[config.mk]
export PLATFORM = sky130hd
export DESIGN_NAME = data_cache
export DESIGN_NICKNAME = d
export VERILOG_FILES = /design/src/rtl/dcache_pkg.sv /design/src/rtl/dcache_mem_array.sv /design/src/rtl/data_cache.sv
export SDC_FILE = /design/constraint.sdc
export NUM_CORES = 2
export LEC_CHECK = 0
export CAP_MARGIN = 10
export CORE_MARGIN = 5
export CORE_UTILIZATION = 35
export DETAILED_ROUTE_END_ITERATION = 8
export MAX_ROUTING_LAYER = met4
export SYNTH_ARGS = -nofsm -noshare
export SYNTH_HDL_FRONTEND = slang
export SYNTH_SLANG_ARGS = --single-unit
[constraint.sdc]
create_clock -name clk -period 12.8 [get_ports clk]
set_input_delay 2.56 -clock clk [delete_from_list [all_inputs] [get_ports clk]]
set_output_delay 2.56 -clock clk [all_outputs]
set_load 0.02 [all_outputs]
[src/rtl/dcache_pkg.sv]
// ----------------------------------------------------------------------------
// dcache_pkg
//   Shared types and default geometry for the data cache.
//   - DEF_LINE_WORDS / DEF_NUM_SETS / DEF_ADDR_W : default cache geometry
//   - OFF_W / IDX_W / TAG_W : word-offset, set-index and tag widths derived
//     from the default geometry (byte offset [1:0] is never part of these)
//   - line_t  : one cache line, word 0 in the LSBs
//   - state_e : controller states
// ----------------------------------------------------------------------------
package dcache_pkg;

  localparam int DEF_LINE_WORDS = 4;
  localparam int DEF_NUM_SETS   = 16;
  localparam int DEF_ADDR_W     = 32;

  localparam int OFF_W = $clog2(DEF_LINE_WORDS);
  localparam int IDX_W = $clog2(DEF_NUM_SETS);
  localparam int TAG_W = DEF_ADDR_W - IDX_W - OFF_W - 2;

  typedef logic [32*DEF_LINE_WORDS-1:0] line_t;

  // ST_ALLOC_WAIT is the second half of allocation: the refill read has been
  // accepted and the line is awaited from backing memory.
  typedef enum logic [2:0] {
    ST_IDLE,
    ST_TAG_CHECK,
    ST_WRITE_BACK,
    ST_ALLOCATE,
    ST_ALLOC_WAIT
  } state_e;

endpackage

[src/rtl/dcache_mem_array.sv]
// ----------------------------------------------------------------------------
// dcache_mem_array
//   Tag / valid / dirty / data storage for a direct-mapped cache.
//   All operations address the single set selected by 'index'.
//   Ports:
//     clk, reset        clock, synchronous active-high reset (valid/dirty only)
//     index             set being read / written
//     rd_valid/rd_dirty/rd_tag/rd_line   combinational read of that set
//     wr_en, wr_off, wr_data             single-word store, marks line dirty
//     fill_en, fill_tag, fill_line       whole-line refill, valid=1 dirty=0
//     clean_en                           clear dirty after a writeback
// ----------------------------------------------------------------------------
module dcache_mem_array
  import dcache_pkg::*;
#(
  parameter int LINE_WORDS = DEF_LINE_WORDS,
  parameter int NUM_SETS   = DEF_NUM_SETS,
  parameter int ADDR_W     = DEF_ADDR_W
) (
  input  logic                          clk,
  input  logic                          reset,
  input  logic [$clog2(NUM_SETS)-1:0]   index,
  output logic                          rd_valid,
  output logic                          rd_dirty,
  output logic [ADDR_W-$clog2(NUM_SETS)-$clog2(LINE_WORDS)-3:0] rd_tag,
  output logic [32*LINE_WORDS-1:0]      rd_line,
  input  logic                          wr_en,
  input  logic [$clog2(LINE_WORDS)-1:0] wr_off,
  input  logic [31:0]                   wr_data,
  input  logic                          fill_en,
  input  logic [ADDR_W-$clog2(NUM_SETS)-$clog2(LINE_WORDS)-3:0] fill_tag,
  input  logic [32*LINE_WORDS-1:0]      fill_line,
  input  logic                          clean_en
);

  localparam int OFF_BITS = $clog2(LINE_WORDS);
  localparam int IDX_BITS = $clog2(NUM_SETS);
  localparam int TAG_BITS = ADDR_W - IDX_BITS - OFF_BITS - 2;
  localparam int LINE_W   = 32 * LINE_WORDS;

  logic [TAG_BITS-1:0] tag_mem  [NUM_SETS];
  logic [LINE_W-1:0]   data_mem [NUM_SETS];
  logic [NUM_SETS-1:0] valid_q;
  logic [NUM_SETS-1:0] dirty_q;

  // NOTE: sequential state is updated with non-blocking assignments so every
  // register samples pre-edge values regardless of process ordering.
  always_ff @(posedge clk) begin
    if (reset) begin
      valid_q <= '0;
      dirty_q <= '0;
    end else begin
      if (fill_en) begin
        valid_q[index] <= 1'b1;
        dirty_q[index] <= 1'b0;
      end else if (wr_en) begin
        dirty_q[index] <= 1'b1;
      end else if (clean_en) begin
        dirty_q[index] <= 1'b0;
      end
    end
  end

  // NOTE: tag and data arrays carry no reset; a line is only ever read
  // through its valid bit, so clearing valid is enough and keeps the
  // arrays mappable onto plain RAM.
  always_ff @(posedge clk) begin
    if (fill_en) begin
      tag_mem[index]  <= fill_tag;
      data_mem[index] <= fill_line;
    end else if (wr_en) begin
      data_mem[index][wr_off*32 +: 32] <= wr_data;
    end
  end

  assign rd_valid = valid_q[index];
  assign rd_dirty = dirty_q[index];
  assign rd_tag   = tag_mem[index];
  assign rd_line  = data_mem[index];

endmodule

[src/rtl/data_cache.sv]
// ----------------------------------------------------------------------------
// data_cache
//   Direct-mapped, write-back, write-allocate data cache sitting on the
//   pipeline's MEM-stage port. A miss holds req_ready low until the line has
//   been (written back and) refilled from a multi-cycle backing memory.
//   Ports:
//     clk, reset                     clock, synchronous active-high reset
//     req_valid/req_write/req_addr/req_wdata/req_ready   CPU word request
//     resp_valid/resp_rdata/resp_hit one-cycle completion pulse
//     mem_req_valid/ready/write/addr/wdata   line request to backing memory
//     mem_resp_valid/mem_resp_rdata          refill line return
//     hit_count/miss_count           completed-request statistics
//   Build option: define DCACHE_STATS_EN to implement the hit/miss counters;
//   otherwise both outputs are constant zero.
// ----------------------------------------------------------------------------
module data_cache
  import dcache_pkg::*;
#(
  parameter int LINE_WORDS = DEF_LINE_WORDS,
  parameter int NUM_SETS   = DEF_NUM_SETS,
  parameter int ADDR_W     = DEF_ADDR_W
) (
  input  logic                     clk,
  input  logic                     reset,
  input  logic                     req_valid,
  input  logic                     req_write,
  input  logic [ADDR_W-1:0]        req_addr,
  input  logic [31:0]              req_wdata,
  output logic                     req_ready,
  output logic                     resp_valid,
  output logic [31:0]              resp_rdata,
  output logic                     resp_hit,
  output logic                     mem_req_valid,
  input  logic                     mem_req_ready,
  output logic                     mem_req_write,
  output logic [ADDR_W-1:0]        mem_req_addr,
  output logic [32*LINE_WORDS-1:0] mem_req_wdata,
  input  logic                     mem_resp_valid,
  input  logic [32*LINE_WORDS-1:0] mem_resp_rdata,
  output logic [31:0]              hit_count,
  output logic [31:0]              miss_count
);

  localparam int OFF_BITS = $clog2(LINE_WORDS);
  localparam int IDX_BITS = $clog2(NUM_SETS);
  localparam int TAG_BITS = ADDR_W - IDX_BITS - OFF_BITS - 2;

  state_e state_q, state_d;

  // Latched request; the byte offset is dropped since only words are accessed.
  logic                req_write_q;
  logic [ADDR_W-3:0]   req_word_q;
  logic [31:0]         req_wdata_q;
  logic                missed_q;   // this request has already missed once

  logic unused_byte_offset;
  assign unused_byte_offset = ^req_addr[1:0];

  logic [OFF_BITS-1:0] req_off;
  logic [IDX_BITS-1:0] req_idx;
  logic [TAG_BITS-1:0] req_tag;
  assign req_off = req_word_q[OFF_BITS-1:0];
  assign req_idx = req_word_q[OFF_BITS +: IDX_BITS];
  assign req_tag = req_word_q[OFF_BITS+IDX_BITS +: TAG_BITS];

  logic                     rd_valid, rd_dirty;
  logic [TAG_BITS-1:0]      rd_tag;
  logic [32*LINE_WORDS-1:0] rd_line;
  logic                     wr_en, fill_en, clean_en;
  logic                     hit;

  dcache_mem_array #(
    .LINE_WORDS (LINE_WORDS),
    .NUM_SETS   (NUM_SETS),
    .ADDR_W     (ADDR_W)
  ) u_array (
    .clk       (clk),
    .reset     (reset),
    .index     (req_idx),
    .rd_valid  (rd_valid),
    .rd_dirty  (rd_dirty),
    .rd_tag    (rd_tag),
    .rd_line   (rd_line),
    .wr_en     (wr_en),
    .wr_off    (req_off),
    .wr_data   (req_wdata_q),
    .fill_en   (fill_en),
    .fill_tag  (req_tag),
    .fill_line (mem_resp_rdata),
    .clean_en  (clean_en)
  );

  assign hit = rd_valid && (rd_tag == req_tag);

  always_ff @(posedge clk) begin
    if (reset) begin
      state_q  <= ST_IDLE;
      missed_q <= 1'b0;
    end else begin
      state_q <= state_d;
      if (state_q == ST_IDLE && req_valid) begin
        req_write_q <= req_write;
        req_word_q  <= req_addr[ADDR_W-1:2];
        req_wdata_q <= req_wdata;
        missed_q    <= 1'b0;
      end else if (state_q == ST_TAG_CHECK && !hit) begin
        missed_q <= 1'b1;
      end
    end
  end

  // NOTE: every output of this block gets a default first, so no path
  // leaves a signal unassigned and no latch is inferred.
  always_comb begin
    state_d       = state_q;
    req_ready     = 1'b0;
    resp_valid    = 1'b0;
    resp_rdata    = '0;
    resp_hit      = 1'b0;
    mem_req_valid = 1'b0;
    mem_req_write = 1'b0;
    mem_req_addr  = '0;
    mem_req_wdata = '0;
    wr_en         = 1'b0;
    fill_en       = 1'b0;
    clean_en      = 1'b0;

    case (state_q)
      ST_IDLE: begin
        req_ready = 1'b1;
        if (req_valid) state_d = ST_TAG_CHECK;
      end
      ST_TAG_CHECK: begin
        if (hit) begin
          resp_valid = 1'b1;
          resp_hit   = !missed_q;
          resp_rdata = req_write_q ? 32'd0 : rd_line[req_off*32 +: 32];
          wr_en      = req_write_q;
          state_d    = ST_IDLE;
        end else if (rd_valid && rd_dirty) begin
          state_d = ST_WRITE_BACK;
        end else begin
          state_d = ST_ALLOCATE;
        end
      end
      ST_WRITE_BACK: begin
        // Victim tag/line come straight from the array, which cannot change
        // until the handshake, so the request stays stable while stalled.
        mem_req_valid = 1'b1;
        mem_req_write = 1'b1;
        mem_req_addr  = {rd_tag, req_idx, {(OFF_BITS+2){1'b0}}};
        mem_req_wdata = rd_line;
        if (mem_req_ready) begin
          clean_en = 1'b1;
          state_d  = ST_ALLOCATE;
        end
      end
      ST_ALLOCATE: begin
        mem_req_valid = 1'b1;
        mem_req_addr  = {req_tag, req_idx, {(OFF_BITS+2){1'b0}}};
        if (mem_req_ready) state_d = ST_ALLOC_WAIT;
      end
      ST_ALLOC_WAIT: begin
        if (mem_resp_valid) begin
          fill_en = 1'b1;
          state_d = ST_TAG_CHECK;
        end
      end
      default: state_d = ST_IDLE;
    endcase
  end

`ifdef DCACHE_STATS_EN
  logic [31:0] hit_q, miss_q;

  always_ff @(posedge clk) begin
    if (reset) begin
      hit_q  <= '0;
      miss_q <= '0;
    end else if (resp_valid) begin
      if (resp_hit) hit_q  <= hit_q + 32'd1;
      else          miss_q <= miss_q + 32'd1;
    end
  end

  assign hit_count  = hit_q;
  assign miss_count = miss_q;
`else
  assign hit_count  = '0;
  assign miss_count = '0;
`endif

endmodule
; Word-level counts from Yosys, hierarchy flattened
; Memory sizes are Yosys's and may differ from the RTL's. A register that Yosys moved wholly into a read port is not among the register bits.
; Cells that the tools add are included.
[totals]
out_inout_bits = 261
inputBits = 198
mem_count = 2
ramBits = 2432
ff_bits = 99
[classes]
shift = 3
n_eq_ne = 9
add_sub_neg = 1
reduce_logical = 13
magnitude_cmp = 2
muxes = 169
bitwise_logic = 133
[mem_list]
columns = memory, depth, word_bits, read_ports, rd_ports_with_merged_regs, wr, line
row1 = u_array.data_mem, 16, 128, 1, 1, 1, dcache_mem_array.sv:42  ; logic [LINE_W-1:0] data_mem [NUM_SETS];
row2 = u_array.tag_mem, 16, 24, 1, 1, 1, dcache_mem_array.sv:41  ; logic [TAG_BITS-1:0] tag_mem [NUM_SETS];
[ops]
columns = operator, count
row1 = 128-bit two-way mux, 2
row2 = 1-bit two-way mux, 149
row3 = 1-bit bitwise OR, 128
row4 = 32-bit by 34-bit variable shift with 128-bit output (first input constant), 1
row5 = 128-bit by 8-bit variable part select with 32-bit output, 1
row6 = 32-bit by 34-bit variable part select with 128-bit output, 1
row7 = 32-bit two-way mux, 3
row8 = 32-bit case mux with 2 select lines, 1
row9 = 16-bit two-way mux, 3
row10 = 7-bit negation with 34-bit output, 1
row11 = 16-bit bitwise OR, 2
row12 = 24-bit equality test, 1
row13 = 16-bit AND, 1
row14 = 16-bit inverter, 1
row15 = 3-bit case mux with 5 select lines, 1
row16 = 3-bit two-way mux, 4
row17 = 1-bit binary-select mux with 4-bit select, 2
row18 = 4-bit two-way mux, 2
row19 = 2-bit != test (second input constant), 4
row20 = 3-bit by 2-bit equality test with 1-bit output (second input constant), 2
row21 = 1-bit logical AND, 5
row22 = 4-bit by 5-bit < comparator with 1-bit output (second input constant), 1
row23 = 1-bit demux with 4-bit select, 1
row24 = 4-bit by 1-bit greater-or-equal comparator with 1-bit output (second input constant), 1
row25 = other kinds (10), 12

; Longest topological paths before layout
[logic_depth]
ltp_word = 9
ltp_mapped = 17
depth_no_buf = 9

; Modules after synthesis
; From an unflattened synthesis, not the netlist that was laid out.
[unflattened]
hier_cells = 4629
area_unflattened_um2 = 99178.9
[by_module_without_submodules]
columns = mod, area_each_um2, cells_per_inst, n_inst
row1 = dcache_mem_array, 93988.9, 4138, 1
row2 = data_cache, 5190.0, 491, 1

; Least setup slack after synthesis
; OpenSTA, ideal clock, no wires.
[synth_path]
path_kind = input-to-reg
from = input port reset
to = register with a tool-made name
cell_stages = 3
setup_slack_ps = 6622
arrival_ps = 6054
path_buffers = 1
setup_ps = 124
path_cell_list = clkbuf_1 > nor2_1 > mux2_2
[synth_lines]
columns = element, line
row1 = start: declaration, data_cache.sv:24  ; input logic reset,

==> summary.md <==
| Metric | Value |
|---|---|
| Outcome | `completed` |
| Setup CP Type | `reg -> out` |
| Routed wire length | `309900 um` |
| Vias/cell | `5.507` |
| M2 GR Usage | `32.46%` |
| Placed cell areas | `110800 um2` |
| Max H-tree Level | `5` |
| GRT Total Usage | `20.51%` |
| Multiplexer area fraction after synthesis | `17.98%` |
| Top cells by area, synth | `edfxtp_1, mux4_2, mux2i_1` |
| Nets@finish | `5687` |
| Final instance area | `119200 um2` |
| Final Hold Violating Endpoints | `0` |
| Final Critical Period | `9.733 ns` |
| Synthesized area per cell | `20.64 um2` |
| First-pass GRT wire length | `421600 um` |
| Max_cap viols | `0` |
| Complex-gate fraction of the synthesized area | `2.069%` |
| TritonCTS Sinks | `2535` |
| Crit Path Max Fanout | `49` |
| RSZ-0062 raised after global routing | `false` |
| GR met3 Demand/Resource | `4.059%` |
| Fmax | `102.7 MHz` |
| Wire length per cell | `32.19 um` |
| Main synth FF type | `edfxtp_1` |
| Footprint of the multi-input gates | `24760 um2` |
| Core area | `291300 um2` |
| Filler cells | `25.65k` |
| Largest area contributor in the synthesized netlist | `edfxtp_1` |
| CTS tree | `done` |
| Total CTS buffers | `268` |
| Hold buffer count at cts | `0` |
| Mapped cell area | `102500 um2` |
| Final period util | `76.04%` |
| FF/Latch Area | `75740 um2` |
| Antenna Violating Nets Remaining | `0` |
| Largest net degree at the start of global routing | `100` |
| Area grow syn2layout | `16.33%` |
| Gr busiest metal | `met2` |
| Power Density | `169.0 nW/um2` |
| Final setup vio count | `0` |
| Starting DRT DRC Count | `6651` |
| Max Slew Vio Count | `0` |
| Number of buffers on the longest clock path | `4` |
| Simple-gate portion of the synthesized area | `3.285%` |
| Gpl congestion | `0.8313` |
| Commonest cells after routing, fill and taps aside | `edfxtp_1, mux4_2, clkdlybuf4s50_1` |
| Initial Utilization | `35.17%` |
| Critical path arrival | `7.17 ns` |
| Worst vdd ir | `151.2 uV` |
| CP startpoint kind | `register` |
| Post-CTS Setup Inserts | `0` |
| Initial antenna violation count | `28` |
| Fraction of layout cells with a size suffix above 1 | `23.71%` |
| Skew final | `0.09225 ns` |
| Most common cell after layout, fill and taps aside | `edfxtp_1` |
| Vias in the first global route | `51.81k` |
| PortBufs | `388` |
| Ports | `459` |
| Die H | `551.0 um` |
| Adder-cell share of the synthesized area | `0.06106%` |
| Drt pass-1 iters | `6` |
| Clock slew at reported path FFs | `0.06 ns` |
| Post-route DRC | `0` |
| Mapped Cells | `4963` |
| Main combinational cell family by area after synthesis | `multiplexers` |
| Full die area | `303600 um2` |
| Worst Tran Pin Value | `1.333 ns` |
| FP Rows | `198` |
| Detailed Place HPWL | `181900 um` |
| FFs w/ async S/R, synth | `0%` |
| Hold WC Path Type | `reg -> reg` |
| Pwr Total | `0.02014 W` |
| Setup_tns | `0 ns` |
| Netlist cell types | `74` |
| Clk_lat worst skew | `0.86 ns` |
| Detailed-route via count | `53.02k` |
| Grt total ovfl | `0` |
| LEAKAGE | `37.29 nW` |
| Critical path required time | `10.24 ns` |
| Register area share after synthesis | `73.91%` |
| Yosys reg bits | `2535` |
| Max-slew headroom | `10.54%` |
| Xor-xnor portion of the synthesized cell area | `0.2223%` |
| CP endpoint kind | `output port` |
| Synth top area share | `73.13%` |
| Chip Width | `551.0 um` |
| Post_cts resized | `0` |
| GR Util met1 | `25.91%` |
| Post-synth EDFFs | `2495` |
| Root Buffer | `clkbuf_16` |
| Synth Warn # | `0` |
metrics by stage:
stage | hold WS, ns | setup WS, ns | util, % | std cells
floorplan | 0.4348 | 6.622 | - | 5030
global route | 0.4930 | 3.059 | 40.88 | 9593
finish | 0.4712 | 3.067 | 40.91 | 9627
detailed placement | 0.4601 | 4.126 | 38.02 | 9089
global placement | 0.4444 | 4.129 | 38.02 | 9089
CTS | 0.4732 | 3.197 | 40.81 | 9560
power by group:
group | internal, W | total (W) | switching [W]
combinational | 0.00136 | 0.00344 | 0.00208
clock | 0.00415 | 0.00733 | 0.00318
sequential | 0.00918 | 0.00937 | 0.000185
flip-flops by register name, summed over array words and instances (netlist names), named ones only:
signal / cells
u_array.data_mem: 2048
u_array.tag_mem: 384
req_wdata_q: 32
req_word_q: 30
u_array.valid_q: 16
state_q: 3
missed_q: 1
req_write_q: 1
synthesized netlist by cell type, types with 55 or more instances:
master    instances
mux4_2          709
nor2_1          126
nand2_1         292
inv_1           141
buf_4            87
o21ba_2          64
and2_1          126
clkbuf_1        118
edfxtp_1       2495
buf_2            91
mux2i_1         216
nor2b_1          55
worst max-delay path, stage by stage (launching register included):
cell	delay [ns]
dfxtp_4	0.85
buf_4	0.71
inv_2	0.34
buf_4	0.43
nand2_1	0.15
a32oi_1	0.25
xnor2_1	0.34
nand4_4	0.40
and3b_1	0.37
nand4b_1	0.12
buf_4	0.28
a311oi_1	1.09
clkdlybuf4s50_1	0.81
routing by layer:
metal	vias up	wire [um]
li1	21150	-
met1	28630	117100
met2	2719	151600
met3	514	26510
met4	0	14740
met5	-	0
cells by family (layout without fill, tap and decap cells):
group,Yosys count,in the layout
XOR/XNOR,26,26
AO/OA/AOI/OAI,261,261
adder cells (fa/ha/maj),5,5
other,1,110
multiplexers,947,947
AND/OR/NAND/NOR,691,691
flip-flops,2535,2535
buffers and inverters,497,1152
worst paths after layout:
check / from / to / slack, ns / depth (start not counted)
worst max register to register: register / u_array.data_mem[9][65] / 6.33 / 11
worst min-delay path: u_array.valid_q[4] / u_array.valid_q[4] / 0.47 / 2
worst max-delay path: register / resp_rdata[5] / 3.07 / 12
worst min register to register: u_array.valid_q[4] / u_array.valid_q[4] / 0.47 / 2
cell type report:
class | instances | area share (%)
Timing Repair Buffer | 537 | 4.224
Sequential cell | 2535 | 63.55
Antenna cell | 42 | 0.08819
Clock buffer | 334 | 5.933
Inverter | 144 | 0.4619
Clock inverter | 137 | 0.8735
Tap cell | 3900 | 4.094
Multi-Input combinational cell | 1998 | 20.78
(Power assumes the default switching activity.)
